<file path="config.mk">
export PLATFORM = sky130hd
export DESIGN_NAME = fifo_control_unit_flat
export DESIGN_NICKNAME = d
export VERILOG_FILES = /design/src/rtl/fifo_control_unit_pkg.sv /design/src/rtl/fifo_control_unit_if.sv /design/src/rtl/fifo_control_unit_ptr_counter.sv /design/src/rtl/fifo_control_unit.sv /design/src/flat_wrapper.sv
export SDC_FILE = /design/constraint.sdc
export NUM_CORES = 1
export LEC_CHECK = 0
export BUFFER_PORTS_ARGS = -buffer_cell sky130_fd_sc_hd__clkbuf_2
export CAP_MARGIN = 15
export CORE_MARGIN = 1.5
export CORE_UTILIZATION = 50
export DETAILED_ROUTE_END_ITERATION = 8
export GPL_ROUTABILITY_DRIVEN = 0
export PLACE_DENSITY_LB_ADDON = 0.15
export SLEW_MARGIN = 0
export SYNTH_ARGS = -nofsm -noshare
export SYNTH_HDL_FRONTEND = slang
export SYNTH_SLANG_ARGS = --single-unit
</file>
<file path="constraint.sdc">
create_clock -name clk -period 2.7 [get_ports clk]
set_input_delay 0.54 -clock clk [delete_from_list [all_inputs] [get_ports clk]]
set_output_delay 0.54 -clock clk [all_outputs]
set_load 0.005 [all_outputs]
</file>
<file path="src/rtl/fifo_control_unit_pkg.sv">
// Shared definitions for the FIFO control end.
// Contents:
//   STK_HEIGHT_DEF / STK_PTR_WIDTH_DEF  default stack depth and pointer width
//   stk_op_e                            per-cycle accepted operation {read, write}
//   ptr_inc()                           wrapping pointer increment for any depth >= 2
package fifo_control_unit_pkg;

  localparam int unsigned STK_HEIGHT_DEF    = 8;
  localparam int unsigned STK_PTR_WIDTH_DEF = 3;

  // Encoding is {read accepted, write accepted} so it can be built by concatenation.
  typedef enum logic [1:0] {
    OP_NONE  = 2'b00,
    OP_WRITE = 2'b01,
    OP_READ  = 2'b10,
    OP_BOTH  = 2'b11
  } stk_op_e;

  // Wraps at the stack height rather than at a power of two, so non-power-of-2
  // depths never address a word beyond the last datapath entry.
  function automatic int unsigned ptr_inc(input int unsigned p, input int unsigned h);
    return (p == h - 1) ? 0 : p + 1;
  endfunction

endpackage

</file>
<file path="src/rtl/fifo_control_unit_if.sv">
// Handshake/status bundle between the producer/consumer side and the FIFO control unit.
// Signals:
//   write_req, read_req          requests from producer / consumer
//   write_to_stk, read_fr_stk    accepted push / pop (datapath write / read enables)
//   write_ptr, read_ptr          datapath addresses
//   stk_full, stk_empty          occupancy flags
//   stk_count                    words currently held
//   data_valid                   datapath data_out holds a popped word this cycle
//   overflow_err, underflow_err  1-cycle pulses for a rejected request in the previous cycle
// Modports: master = requester side, slave = control unit.
interface fifo_control_unit_if
  import fifo_control_unit_pkg::*;
#(
  parameter int unsigned stk_ptr_width = STK_PTR_WIDTH_DEF
);

  logic                     write_req;
  logic                     read_req;
  logic                     write_to_stk;
  logic                     read_fr_stk;
  logic [stk_ptr_width-1:0] write_ptr;
  logic [stk_ptr_width-1:0] read_ptr;
  logic                     stk_full;
  logic                     stk_empty;
  logic [stk_ptr_width:0]   stk_count;
  logic                     data_valid;
  logic                     overflow_err;
  logic                     underflow_err;

  modport master (
    output write_req, read_req,
    input  write_to_stk, read_fr_stk, write_ptr, read_ptr,
    input  stk_full, stk_empty, stk_count, data_valid, overflow_err, underflow_err
  );

  modport slave (
    input  write_req, read_req,
    output write_to_stk, read_fr_stk, write_ptr, read_ptr,
    output stk_full, stk_empty, stk_count, data_valid, overflow_err, underflow_err
  );

endinterface

</file>
<file path="src/rtl/fifo_control_unit_ptr_counter.sv">
// Wrapping address counter for one side (write or read) of the stack.
// Ports:
//   clk  in   clock, rising edge
//   rst  in   asynchronous active-low reset, clears ptr to 0
//   inc  in   advance the pointer this cycle (an accepted operation)
//   ptr  out  registered address, wraps from stk_height-1 to 0
module fifo_control_unit_ptr_counter
  import fifo_control_unit_pkg::*;
#(
  parameter int unsigned stk_height    = STK_HEIGHT_DEF,
  parameter int unsigned stk_ptr_width = STK_PTR_WIDTH_DEF
) (
  input  logic                     clk,
  input  logic                     rst,
  input  logic                     inc,
  output logic [stk_ptr_width-1:0] ptr
);

  always_ff @(posedge clk or negedge rst) begin
    if (!rst) begin
      ptr <= '0;
    end else if (inc) begin
      ptr <= stk_ptr_width'(ptr_inc(32'(ptr), stk_height));
    end
  end

endmodule

</file>
<file path="src/rtl/fifo_control_unit.sv">
// Single-clock control end of the FIFO: arbitrates push/pop requests, owns the
// write/read pointers and the occupancy count, and produces the datapath enables,
// occupancy flags, data_valid and the rejected-request error pulses.
// Ports:
//   clk  in     single clock, rising edge
//   rst  in     asynchronous active-low reset
//   ctl  slave  fifo_control_unit_if bundle (requests in; enables, pointers,
//               count, flags, data_valid, error pulses out)
module fifo_control_unit
  import fifo_control_unit_pkg::*;
#(
  parameter int unsigned stk_height    = STK_HEIGHT_DEF,
  parameter int unsigned stk_ptr_width = STK_PTR_WIDTH_DEF
) (
  input  logic                 clk,
  input  logic                 rst,
  fifo_control_unit_if.slave   ctl
);

  localparam logic [stk_ptr_width:0] CNT_ONE  = {{stk_ptr_width{1'b0}}, 1'b1};
  localparam logic [stk_ptr_width:0] CNT_FULL = (stk_ptr_width+1)'(stk_height);

  logic                   read_acc;
  logic                   write_acc;
  stk_op_e                op;
  logic [stk_ptr_width:0] count_nxt;

  // A pop is honoured whenever a word is held. A push into a full stack is still
  // honoured when a pop frees the slot on the same edge; on an empty stack the pop
  // is refused even with a concurrent push (no fall-through).
  assign read_acc  = ctl.read_req & ~ctl.stk_empty;
  assign write_acc = ctl.write_req & (~ctl.stk_full | read_acc);

  assign ctl.read_fr_stk  = read_acc;
  assign ctl.write_to_stk = write_acc;

  assign op = stk_op_e'({read_acc, write_acc});

  always_comb begin
    count_nxt = ctl.stk_count;
    unique case (op)
      OP_WRITE: count_nxt = ctl.stk_count + CNT_ONE;
      OP_READ:  count_nxt = ctl.stk_count - CNT_ONE;
      default:  count_nxt = ctl.stk_count;
    endcase
  end

  fifo_control_unit_ptr_counter #(
    .stk_height    (stk_height),
    .stk_ptr_width (stk_ptr_width)
  ) u_write_ptr (
    .clk (clk),
    .rst (rst),
    .inc (write_acc),
    .ptr (ctl.write_ptr)
  );

  fifo_control_unit_ptr_counter #(
    .stk_height    (stk_height),
    .stk_ptr_width (stk_ptr_width)
  ) u_read_ptr (
    .clk (clk),
    .rst (rst),
    .inc (read_acc),
    .ptr (ctl.read_ptr)
  );

  // Flags are derived from the next-state count so they line up with the count
  // register instead of trailing it by a cycle.
  always_ff @(posedge clk or negedge rst) begin
    if (!rst) begin
      ctl.stk_count <= '0;
      ctl.stk_empty <= 1'b1;
      ctl.stk_full  <= 1'b0;
    end else begin
      ctl.stk_count <= count_nxt;
      ctl.stk_empty <= (count_nxt == '0);
      ctl.stk_full  <= (count_nxt == CNT_FULL);
    end
  end

  // data_valid tracks the datapath's one-cycle registered read; the error pulses
  // report a rejected request one cycle later and never stick.
  always_ff @(posedge clk or negedge rst) begin
    if (!rst) begin
      ctl.data_valid    <= 1'b0;
      ctl.overflow_err  <= 1'b0;
      ctl.underflow_err <= 1'b0;
    end else begin
      ctl.data_valid    <= read_acc;
      ctl.overflow_err  <= ctl.write_req & ~write_acc;
      ctl.underflow_err <= ctl.read_req & ~read_acc;
    end
  end

endmodule
</file>
<file path="src/flat_wrapper.sv">
// flat-port wrapper written by rule: the top's interface ports become plain ports
module fifo_control_unit_flat import fifo_control_unit_pkg::*;
#(
  parameter int unsigned stk_height    = STK_HEIGHT_DEF,
  parameter int unsigned stk_ptr_width = STK_PTR_WIDTH_DEF
)
  (clk, rst, ctl_write_req, ctl_read_req, ctl_write_to_stk, ctl_read_fr_stk, ctl_write_ptr, ctl_read_ptr, ctl_stk_full, ctl_stk_empty, ctl_stk_count, ctl_data_valid, ctl_overflow_err, ctl_underflow_err);
  fifo_control_unit_if #(.stk_ptr_width(stk_ptr_width)) ctl_i ();
  input  logic clk;
  input  logic rst;
  input wire logic [$bits(ctl_i.write_req)-1:0] ctl_write_req;
  input wire logic [$bits(ctl_i.read_req)-1:0] ctl_read_req;
  output wire logic [$bits(ctl_i.write_to_stk)-1:0] ctl_write_to_stk;
  output wire logic [$bits(ctl_i.read_fr_stk)-1:0] ctl_read_fr_stk;
  output wire logic [$bits(ctl_i.write_ptr)-1:0] ctl_write_ptr;
  output wire logic [$bits(ctl_i.read_ptr)-1:0] ctl_read_ptr;
  output wire logic [$bits(ctl_i.stk_full)-1:0] ctl_stk_full;
  output wire logic [$bits(ctl_i.stk_empty)-1:0] ctl_stk_empty;
  output wire logic [$bits(ctl_i.stk_count)-1:0] ctl_stk_count;
  output wire logic [$bits(ctl_i.data_valid)-1:0] ctl_data_valid;
  output wire logic [$bits(ctl_i.overflow_err)-1:0] ctl_overflow_err;
  output wire logic [$bits(ctl_i.underflow_err)-1:0] ctl_underflow_err;
  assign ctl_i.write_req = ctl_write_req;
  assign ctl_i.read_req = ctl_read_req;
  assign ctl_write_to_stk = ctl_i.write_to_stk;
  assign ctl_read_fr_stk = ctl_i.read_fr_stk;
  assign ctl_write_ptr = ctl_i.write_ptr;
  assign ctl_read_ptr = ctl_i.read_ptr;
  assign ctl_stk_full = ctl_i.stk_full;
  assign ctl_stk_empty = ctl_i.stk_empty;
  assign ctl_stk_count = ctl_i.stk_count;
  assign ctl_data_valid = ctl_i.data_valid;
  assign ctl_overflow_err = ctl_i.overflow_err;
  assign ctl_underflow_err = ctl_i.underflow_err;
  fifo_control_unit #(.stk_height(stk_height), .stk_ptr_width(stk_ptr_width)) u_core (.clk(clk), .rst(rst), .ctl(ctl_i));
endmodule
</file>
; After elaboration in Yosys (flattened, before gate mapping)
; Index checks and enable logic that the tools add are counted.
[totals]
ff_bits = 15
latch_bits = 0
ram_bits = 0
mem_bits_ro = 0
input_bits = 4
elab_cells = 30
memories = 0
[classes]
n_addsub = 4
n_mul = 0
n_div = 0
order_cmp = 0
eq_ne = 5
shift = 0
mux = 3
n_bitwise = 9
reduce_logical = 1
[ops]
columns = op, n
row1 = one-hot mux 4 bit (2 select lines), 1
row2 = adder 3 x 1 -> 3 bit (second input constant), 2
row3 = == test 3 bit (second input constant), 2
row4 = 2-to-1 mux 3 bit, 2
row5 = adder 4 x 1 -> 4 bit (second input constant), 1
row6 = bitwise AND 1 bit, 4
row7 = == test 4 bit (second input constant), 1
row8 = logical NOT 4 bit, 1
row9 = inverter 1 bit, 4
row10 = subtractor 4 x 1 -> 4 bit (second input constant), 1
row11 = == test 2 x 1 -> 1 bit (second input constant), 1
row12 = == test 2 bit (second input constant), 1
row13 = bitwise OR 1 bit, 1

; Depth between registers and ports, before layout
; Gate-level depths: netlist of the first run.
[logic_depth]
depth_word = 7
ltp_mapped = 12

; By module
; Synthesis of the first run repeated with hierarchy kept, for this count alone.
[hier_totals]
cells_unflattened = 66
hier_area_um2 = 785.8
[by_module_without_submodules]
columns = module, instances, cells_per_inst, area_each_um2
row1 = fifo_control_unit, 1, 44, 500.5
row2 = fifo_control_unit_ptr_counter, 2, 11, 142.6

; Least setup slack after synthesis of the first run
; Ideal clock, no wire load.
[synth_path]
path_kind = in2reg
startpoint = in ctl_read_req
endpoint = reg u_core.ctl.stk_full
setup_ns = 0.119
arrival_time_ns = 2.484
slack_ns = 0.097
stages = 12
path_buffers = 2
path_cell_list = nand2b_1 -> clkbuf_2 -> a21boi_2 -> inv_1 -> ha_1 -> clkbuf_2 -> xor2_1 -> ha_1 -> a21oi_1 -> xor3_2 -> a21oi_1 -> o21ba_2
[synth_between]
elab_chain_len = 6
[synth_lines]
columns = item, line_no
row1 = from (decl), flat_wrapper.sv:12  ; input wire logic [$bits(ctl_i.read_req)-1:0] ctl_read_req;
row2 = bitwise AND 1 bit *, fifo_control_unit.sv:31  ; assign read_acc = ctl.read_req & ~ctl.stk_empty;
row3 = bitwise OR 1 bit *, fifo_control_unit.sv:32  ; assign write_acc = ctl.write_req & (~ctl.stk_full | read_acc);
row4 = bitwise AND 1 bit *, fifo_control_unit.sv:32
row5 = named net ctl_write_to_stk, flat_wrapper.sv:13  ; output wire logic [$bits(ctl_i.write_to_stk)-1:0] ctl_write_to_stk;
row6 = == test 2 bit / == test 2 x 1 -> 1 bit (equally long branches), fifo_control_unit.sv:41  ; unique case (op)
row7 = one-hot mux 4 bit (2 select lines) *, fifo_control_unit.sv:41
row8 = == test 4 bit *, fifo_control_unit.sv:78  ; ctl.stk_full <= (count_nxt == CNT_FULL);
row9 = to (signal assigned), fifo_control_unit.sv:78
row10 = to (decl), fifo_control_unit_if.sv:39  ; output stk_full, stk_empty, stk_count, data_valid, overflow_err, underflow_err
; The timed path passes the listed nets; every way through them passes the cells marked *.
; A chain may end at the register's enable or synchronous reset.

; Final worst setup path of the first run
[layout_path]
startpoint = reg u_core.ctl.stk_empty
endpoint = reg u_core.ctl.stk_full
[layout_between]
elab_chain_len = 7
[layout_lines]
columns = item, line_no
row1 = from (decl), fifo_control_unit_if.sv:39
row2 = from (signal assigned), fifo_control_unit.sv:77  ; ctl.stk_empty <= (count_nxt == '0);
row3 = inverter 1 bit *, fifo_control_unit.sv:31
row4 = bitwise AND 1 bit *, fifo_control_unit.sv:31
row5 = bitwise OR 1 bit, fifo_control_unit.sv:32
row6 = bitwise AND 1 bit, fifo_control_unit.sv:32
row7 = == test 2 bit / == test 2 x 1 -> 1 bit (equally long branches), fifo_control_unit.sv:41
row8 = one-hot mux 4 bit (2 select lines) *, fifo_control_unit.sv:41
row9 = == test 4 bit *, fifo_control_unit.sv:78
; Every way passes the cells marked *; elsewhere a longest branch is shown, timed or not.

==> results of run 1 <==
## cell families (layout without fill, tap and decap cells)
kind of cell | count (synthesis) | in the layout | synth area share
AO/OA/AOI/OAI | 9 | 9 | 0.0792
buffers and inverters | 5 | 29 | 0.0365
adder cells (fa/ha/maj) | 7 | 7 | 0.111
AND/OR/NAND/NOR | 18 | 18 | 0.149
XOR/XNOR | 5 | 5 | 0.0761
multiplexers | 5 | 5 | 0.0713
flip-flops | 15 | 15 | 0.477
## critical path, cell delays in order, from the launching register on
cell and delay [ns]:
dfstp_2 0.54, nand2b_1 0.16, inv_1 0.10, ha_1 0.23
xor2_1 0.17, ha_1 0.18, a21oi_1 0.20, xor3_2 0.28
a21oi_1 0.17, o21ba_2 0.18
## path summary, 6_finish.rpt
kind | startpoint | to | slack [ns] | cells past startpoint
worst max-delay path | u_core.ctl.stk_empty | u_core.ctl.stk_full | 0.37 | 9
worst min-delay path | rst | u_core.u_read_ptr.ptr[2] | 0.15 | 1
worst max register to register | u_core.ctl.stk_empty | u_core.ctl.stk_full | 0.37 | 9
worst min register to register | u_core.u_read_ptr.ptr[1] | u_core.u_read_ptr.ptr[1] | 0.51 | 2
max in group asynchronous | rst | u_core.ctl.stk_empty | 2.24 | 1
min in group clk | ctl_read_req | u_core.ctl.underflow_err | 0.48 | 2
## sequential cells by signal, indices dropped and copies added, names as in the netlist
signal,cells
u_core.ctl.stk_count,4
u_core.u_read_ptr.ptr,3
u_core.u_write_ptr.ptr,3
u_core.ctl.data_valid,1
u_core.ctl.overflow_err,1
u_core.ctl.stk_empty,1
u_core.ctl.stk_full,1
u_core.ctl.underflow_err,1
## final cells by class
cell class                      count  area, um2  share of cell area
Clock buffer                        4       26.3              0.0280
Tap cell                           16       20.0              0.0214
Sequential cell                    15        377               0.402
Multi-Input combinational cell     44        384               0.410
Inverter                            2       7.51             0.00801
Timing Repair Buffer               23        123               0.131
## metal layers
metal,GRT usage,routed length [um],vias up
li1,-,-,271
met1,0.194,512,259
met2,0.306,676,17
met3,0.0298,60,4
met4,0.131,42,0
met5,0,0,-
## report_power, final
group | switching [W] | total (W) | internal (W)
combinational | 0.000216 | 0.000530 | 0.000314
clock | 0.0000643 | 0.000122 | 0.0000573
sequential | 0.000102 | 0.000436 | 0.000334
total | 0.000382 | 0.00109 | 0.000705
## cell usage in the layout, fill, tap and decap left out, drive strengths merged
| cell | count |
|---|---|
| and3 | 2 |
| o21ba | 1 |
| mux2 | 5 |
| nor4b | 1 |
| and2b | 1 |
| ha | 7 |
| inv | 2 |
| nor3b | 1 |
| a21boi | 1 |
| a211o | 1 |
| nand2b | 3 |
| nand4b | 1 |
| buf | 3 |
| or2 | 1 |
| clkbuf | 24 |
| and2 | 1 |
| a21oi | 3 |
| xor3 | 1 |
| dfstp | 1 |
| and3b | 1 |
| xor2 | 3 |
| dfrtp | 14 |
| xnor2 | 1 |
| nor2 | 2 |
| nor3 | 3 |
| nand2 | 1 |
| a21o | 1 |
| o21ai | 2 |
## stage by stage
| stage | hold WS (ns) | worst slack [ns] | cell area, um2 |
|---|---|---|---|
| floorplan | 0.244 | 0.0972 | 790 |
| global placement | 0.465 | 0.240 | 911 |
| detailed placement | 0.469 | 0.202 | 911 |
| CTS | 0.160 | 0.330 | 937 |
| global route | 0.176 | 0.186 | 937 |
| finish | 0.154 | 0.372 | 937 |
==> flow_summary.ini, run 1 <==
[yosys]
synth-main-ff-cell = dfrtp_1
synthArstFlopShare = 1.00
seq_area_frac_synth = 0.477
synth_edf_count = 0
synth_warnings = 0
yosysTopAreaCell = dfrtp_1
synthCells = 64
synth.distinct_cells = 29
synth_common_cells = dfrtp_1 (14), ha_1 (7), mux2_2 (5)
syn_avg_cell_area_um2 = 12.3
synth.top_cell.area_share = 0.444
ys_seq_elements = 15
synth_area_um2 = 790
yosysMostFrequentCell = dfrtp_1
yosys-top-cells-area = dfrtp_1 (44%), ha_1 (11%), mux2_2 (7.1%)
syn_nets = 75

[grt]
grt_pass1_wl_um = 2340
overflow = 0
grt_pass1_vias = 565
antenna_found_initial = 0
track_usage = 0.178
grt_start_max_net_pins = 16

[die]
die-area_um2 = 1830
ios = 21
core_um2 = 1490
placementRows = 14
dieWidth_um = 42.7
start_util = 0.530
dieHeight_um = 42.7

[route]
drc_errors = 0
drtIter0Drc = 6
via_per_inst = 5.30
wirelength_um = 1290
ant_nets = 0
drtPass1Iterations = 3
vias = 551
wl_per_cell_um = 12.4

[clock_tree]
cts.path.max_buffers = 2
htree_num_levels = 1
post_cts_buffers = 0
cts_hold_buf = 0
cts_tree = yes
cts_root_buf = clkbuf_4
clk_pin_slew_ns = 0.08
cts_inserted_buffers = 3
cts_sinks = 15
cts_resized = 0
insertion_delay_ns = 0.28

[sta]
fin_crit_sh = 0.862
max_slew.worst_pin.slew_ns = 0.359
max_slew_margin = 0.760
fmax_mhz = 429
fin_setup_tns_ns = 0
rsz0062_at_grt = false
finClkSkew_ns = 0.00739
final_hold_viol_count = 0
finalCriticalPeriod_ns = 2.33
setup_viol = 0
maxSlewViolCount = 0

[final_layout]
syn_to_final_growth_pct = 18.7
antennaDiodeCount = 0
utilization = 0.629
layout.nets = 100
fill_cells = 127
drive_gt1_frac = 0.420
stdcell_count = 104

[setup_path]
path_max_fanout = 4
endpoint_kind = flip-flop
crit_required_ns = 2.88
start_kind = flip-flop
arrival_ns = 2.50
path_class = reg -> reg

[placed_design]
dp.cells = 100
dp_hpwl_um = 1080
port_buffers = 20

[pwr]
leakage_nw = 0.489
ir_worst_vdd_mv = 0.650
power.density_nw_per_um2 = 1160
power_w = 0.00109

[status]
outcome = finished clean

[hold_path]
hold_path.class = in -> async

[run]
cap_violations = 0
(Power assumes the default switching activity.)
==> run 2, diff against run 1 <==
ABC_AREA = 1   (was not set)
GPL_TIMING_DRIVEN = 0   (was not set)
clock period = 2.2 ns   (was 2.7 ns; I/O delays follow)
==> flow_summary.ini, run 2 <==
[placed_design]
placed_area_um2 = 916
dp_hpwl_um = 1120
port_buffers = 20
dp_slack_ns = -0.196

[clock_tree]
htree_num_levels = 1
cts.path.max_buffers = 2
clk_pin_slew_ns = 0.09
cts_tree = yes
cts_inserted_buffers = 3
cts_sinks = 15
cts_root_buf = clkbuf_4
insertion_delay_ns = 0.28

[die]
ios = 21
dieHeight_um = 42.9
placementRows = 14
dieWidth_um = 42.9
core_um2 = 1490
die-area_um2 = 1840
start_util = 0.534

[setup_path]
arrival_ns = 2.21
start_kind = flip-flop
endpoint_kind = flip-flop
path_class = reg -> reg
path_max_fanout = 4
crit_required_ns = 2.37

[pwr]
ir_worst_vdd_mv = 0.718
p_sw_w = 0.000560
internal_power_w = 0.000764
power.share.switching = 0.423
clkPwrFrac = 0.115
leakage_nw = 0.572
p_comb_frac = 0.506
power.density_nw_per_um2 = 1310
power_frac_seq = 0.379

[final_layout]
layout.nets = 131
reg_top3 = u_core.ctl.stk_count (4), u_core.u_read_ptr.ptr (3), u_core.u_write_ptr.ptr (3)
antennaDiodeCount = 0
fill_cells = 124
layout_common_cells = nand2_1 (26), clkbuf_2 (20), dfrtp_1 (14)
final_common_cell = nand2_1
largest_reg_flops = 4
drive_gt1_frac = 0.420
utilization = 0.678
fin_area_um2 = 1010
largest_register = u_core.ctl.stk_count
syn_to_final_growth_pct = 26.9

[grt]
grt_pass1_vias = 588
grt_pass1_wl_um = 2430
overflow = 0
antenna_found_initial = 0
grt_start_max_net_pins = 16
track_usage = 0.178

[sta]
max_slew_margin = 0.758
finalCriticalPeriod_ns = 2.04
whs_ns = 0.0525
fin_ws_ns = 0.161
final_hold_viol_count = 0
setup_viol = 0
finClkSkew_ns = 0.00662
fmax_mhz = 490
max_slew.worst_pin.slew_ns = 0.363
fin_setup_tns_ns = 0
fin_crit_sh = 0.927
maxSlewViolCount = 0

[run]
cap_violations = 0

[route]
wl_per_cell_um = 11.7
drc_errors = 0
vias = 668
ant_nets = 0
drtIter0Drc = 3
via_per_inst = 4.95
wirelength_um = 1590
drtPass1Iterations = 4

[yosys]
yosysMostFrequentCell = nand2_1
synth_warnings = 0
yosysTopAreaCell = dfrtp_1
seq_area_frac_synth = 0.473
synth.distinct_cells = 20
syn_nets = 100
ys_seq_elements = 15
synthArstFlopShare = 1.00
synth_area_um2 = 796
synth_edf_count = 0
synth.top_cell.area_share = 0.440
yosys-top-cells-area = dfrtp_1 (44%), nand2_1 (12%), ha_1 (11%)
synth_common_cells = nand2_1 (26), dfrtp_1 (14), ha_1 (7), inv_1 (7), nand3_1 (6)
synthCells = 89
synth-main-ff-cell = dfrtp_1
syn_avg_cell_area_um2 = 8.94

[hold_path]
hold_path.class = in -> async

[status]
outcome = finished clean
==> run 2: changes by cell type after synthesis, moves of 3 or more <==
cell,change
inv_1,+5
mux2_2,-5
nand2_2,+4
inv_2,+5
nand2_1,+25
nand2b_1,-3
xor2_1,-3
nor3_1,-3
nand3_1,+6
==> run 2: path summary, 6_finish.rpt <==
check / from / to / slack [ns] / cells after the start
worst min-delay path: rst / u_core.ctl.underflow_err / 0.05 / 1
max in group asynchronous: rst / u_core.ctl.stk_empty / 1.84 / 1
worst min register to register: u_core.ctl.stk_empty / u_core.ctl.underflow_err / 0.51 / 2
min in group clk: ctl_read_req / u_core.ctl.underflow_err / 0.35 / 3
worst max register to register: u_core.ctl.stk_empty / u_core.ctl.stk_full / 0.16 / 15
worst max-delay path: u_core.ctl.stk_empty / u_core.ctl.stk_full / 0.16 / 15
==> run 2: cell type report <==
cell class | instances | area, um2 | area share
clock buffer | 3 | 22.5 | 0.0223
multi-input combinational | 62 | 395 | 0.392
tap | 16 | 20.0 | 0.0198
sequential | 15 | 377 | 0.373
timing repair buffer | 26 | 145 | 0.144
clock inverter | 1 | 5.00 | 0.00496
inverter | 12 | 45.0 | 0.0446
==> run 2: logic make-up (layout without fill, tap and decap cells) <==
| family | count (synthesis) | in the layout | share of synthesized area |
|---|---|---|---|
| and+or+nand+nor | 46 | 46 | 0.283 |
| DFF | 15 | 15 | 0.473 |
| buffers and inverters | 12 | 42 | 0.0566 |
| adders and majority gates | 7 | 7 | 0.110 |
| AOI/OAI and AO/OA | 7 | 7 | 0.0550 |
| xor gates and xnor gates | 2 | 2 | 0.0220 |
==> run 2: layer usage <==
| layer | GRT usage | wire length, um |
|---|---|---|
| met2 | 0.300 | 863 |
| met5 | 0 | 0 |
| met3 | 0.0128 | 45 |
| met1 | 0.225 | 662 |
| met4 | 0.0938 | 14 |
==> run 2: timing repair <==
item                                    in CTS  in global routing
resized for setup                            2                  2
pin swaps                                    0                  4
hold buffers                                 0                  0
endpoints found under the setup margin       1                  2
setup buffers                                0                  6
==> run 2: through the flow <==
stage / cells / power (W)
after CTS: 129 / 0.00130
after global placement: 125 / 0.00110
final: 135 / 0.00132
after detailed placement: 125 / 0.00113
after global routing: 135 / 0.00145
after floorplan: 89 / 0.000920
==> run 2: power by group through the flow <==
stage | clock, W | combinational, W | sequential [W]
6_report | 0.000152 | 0.000670 | 0.000502
5_1_grt | 0.000167 | 0.000762 | 0.000520
4_1_cts | 0.000162 | 0.000633 | 0.000502
3_5_place_dp | 0 | 0.000629 | 0.000503
3_3_place_gp | 0 | 0.000596 | 0.000502
2_1_floorplan | 0 | 0.000418 | 0.000503
==> run 2: critical path: stages (launching register included) <==
cell	delay, ns
dfstp_2	0.57
nor2_4	0.05
inv_2	0.08
nand2_2	0.08
nand2_4	0.09
ha_4	0.16
nand2_1	0.06
inv_2	0.09
nor2_4	0.04
ha_1	0.18
a21oi_2	0.12
inv_1	0.05
nand2_1	0.06
nand3_1	0.09
o211ai_1	0.13
nor2_1	0.07
==> run 3, diff against run 2 <==
CELL_PAD_IN_SITES_DETAIL_PLACEMENT = 1   (was not set)
CELL_PAD_IN_SITES_GLOBAL_PLACEMENT = 2   (was not set)
CORE_UTILIZATION = 29   (was 50)
==> flow_summary.ini, run 3 (synthesis gave the netlist of run 2 again) <==
[final_layout]
largest_reg_flops = 4
final_common_cell = nand2_1
antennaDiodeCount = 0
fill_cells = 326
utilization = 0.400
reg_top3 = u_core.ctl.stk_count (4), u_core.u_read_ptr.ptr (3), u_core.u_write_ptr.ptr (3)
layout.nets = 130
largest_register = u_core.ctl.stk_count
drive_gt1_frac = 0.407
layout_common_cells = nand2_1 (26), clkbuf_2 (20), dfrtp_1 (14)
syn_to_final_growth_pct = 28.0

[die]
die-area_um2 = 3070
ios = 21
core_um2 = 2540
dieHeight_um = 55.4
start_util = 0.313
placementRows = 18
dieWidth_um = 55.4

[hold_path]
hold_path.class = in -> async

[setup_path]
worst_path_max_delay_cell = dfstp_2
r2r_start = u_core.ctl.stk_empty
endpoint_kind = flip-flop
crit_required_ns = 2.36
rrSetupSlack_ns = 0.20
cpPeakStageDelay_ns = 0.57
start_kind = flip-flop
path_class = reg -> reg
timing.rr.end = u_core.ctl.stk_full
reg2regPathDepth = 15
path_max_fanout = 4
crit_chain = nor2_4 > inv_2 > nand2_2 > nand2_4 > ha_4 > nand2_1 > inv_2 > nor2_4 > ha_1 > a21oi_2 > inv_1 > nand2_1 > nand3_1 > o211ai_1 > nor2_1
arrival_ns = 2.17

[clock_tree]
cts_sinks = 15
cts_inserted_buffers = 3
cts_hold_buf = 0
cts_root_buf = clkbuf_4
insertion_delay_ns = 0.27
cts_tree = yes
cts.path.max_buffers = 2
htree_num_levels = 1
clk_pin_slew_ns = 0.09

[route]
wl_per_cell_um = 11.1
drtPass1Iterations = 3
drtIter0Drc = 5
drc_errors = 0
ant_nets = 0
vias = 658
wirelength_um = 1640
via_per_inst = 4.45

[sta]
finClkSkew_ns = 0.000291
max_slew.worst_pin.slew_ns = 0.382
setup_viol = 0
rsz0062_at_grt = false
fin_crit_sh = 0.911
fin_setup_tns_ns = 0
whs_ns = 0.0644
finalCriticalPeriod_ns = 2.00
maxSlewViolCount = 0
max_slew_margin = 0.745
final_hold_viol_count = 0
fmax_mhz = 499

[run]
cap_violations = 0

[pwr]
ir_worst_vdd_mv = 0.451
power_frac_seq = 0.383
power.share.switching = 0.420
power_w = 0.00132
internal_power_w = 0.000763
power.density_nw_per_um2 = 1290
clkPwrFrac = 0.118
p_sw_w = 0.000552
p_comb_frac = 0.500
leakage_nw = 0.565

[grt]
grt_start_max_net_pins = 16
grt_pass1_wl_um = 2980
grt_pass1_vias = 650
overflow = 0
antenna_found_initial = 0
track_usage = 0.125

[status]
outcome = finished clean

[placed_design]
dp_hpwl_um = 1300
port_buffers = 20
-- run 3: changes by cell type in the layout (fill, tap and decap cells not counted), sizes merged --
| cell | change |
|---|---|
| buf | -1 |
| clkbuf | +1 |
| clkinv | -1 |
-- run 3: area by class of cell --
| type | count | area [um2] | share of cell area |
|---|---|---|---|
| multi-input cells | 62 | 395 | 0.388 |
| flip-flops and latches | 15 | 377 | 0.370 |
| repair buffers | 25 | 138 | 0.135 |
| inverters | 12 | 45.0 | 0.0442 |
| well taps | 30 | 37.5 | 0.0369 |
| clock buffers | 4 | 26.3 | 0.0258 |
-- run 3: per-stage QoR --
step           cells  setup slack (ns)  instance area [um2]
6_report         148             0.195                 1020
5_1_grt          148            0.0184                 1020
4_1_cts          144            0.0256                  980
3_5_place_dp     139            -0.269                  933
3_3_place_gp     139            -0.261                  933
2_1_floorplan     89             0.128                  796
-- run 3: critical path: cells and delay by family, from the launching register on --
| kind | cells | cell delay (ns) |
|---|---|---|
| adders and majority gates | 2 | 0.34 |
| buffers and inverters | 3 | 0.19 |
| DFF | 1 | 0.57 |
| and+or+nand+nor | 8 | 0.52 |
| AOI/OAI and AO/OA | 2 | 0.28 |
-- run 3: repair_timing --
| item | CTS | global route |
|---|---|---|
| hold endpoints to repair | 0 | 0 |
| buffers inserted | 1 | 4 |
| resized for setup | 2 | 2 |
| endpoints found under the setup margin | 2 | 2 |
| pin swaps | 1 | 4 |
-- run 3: power groups by stage --
stage / clock, W / combinational [W] / sequential, W
after floorplan: 0 / 0.000418 / 0.000503
after global placement: 0 / 0.000621 / 0.000507
after detailed placement: 0 / 0.000637 / 0.000509
after CTS: 0.000166 / 0.000646 / 0.000505
after global routing: 0.000179 / 0.000766 / 0.000526
final: 0.000155 / 0.000657 / 0.000503
-- run 3: worst max path at each step --
stage | start | end | slack, ns | cells after the start
floorplan | ctl_read_req | u_core.ctl.stk_full | 0.13 | 15
global placement | ctl_read_req | u_core.ctl.stk_full | -0.26 | 16
detailed placement | ctl_read_req | u_core.ctl.stk_full | -0.27 | 16
CTS | u_core.ctl.stk_empty | u_core.ctl.stk_full | 0.03 | 15
global route | u_core.ctl.stk_empty | u_core.ctl.stk_full | 0.02 | 15
finish | u_core.ctl.stk_empty | u_core.ctl.stk_full | 0.20 | 15
-- run 3: metal layers --
layer  part of all wire  vias to the layer above  track usage  routed length [um]
met4              0.016                        0       0.0732                  27
li1                   -                      336            -                   -
met5                  0                        -            0                   0
met1               0.47                      304        0.161                 775
met3              0.038                        2       0.0234                  62
met2               0.47                       16        0.194                 774
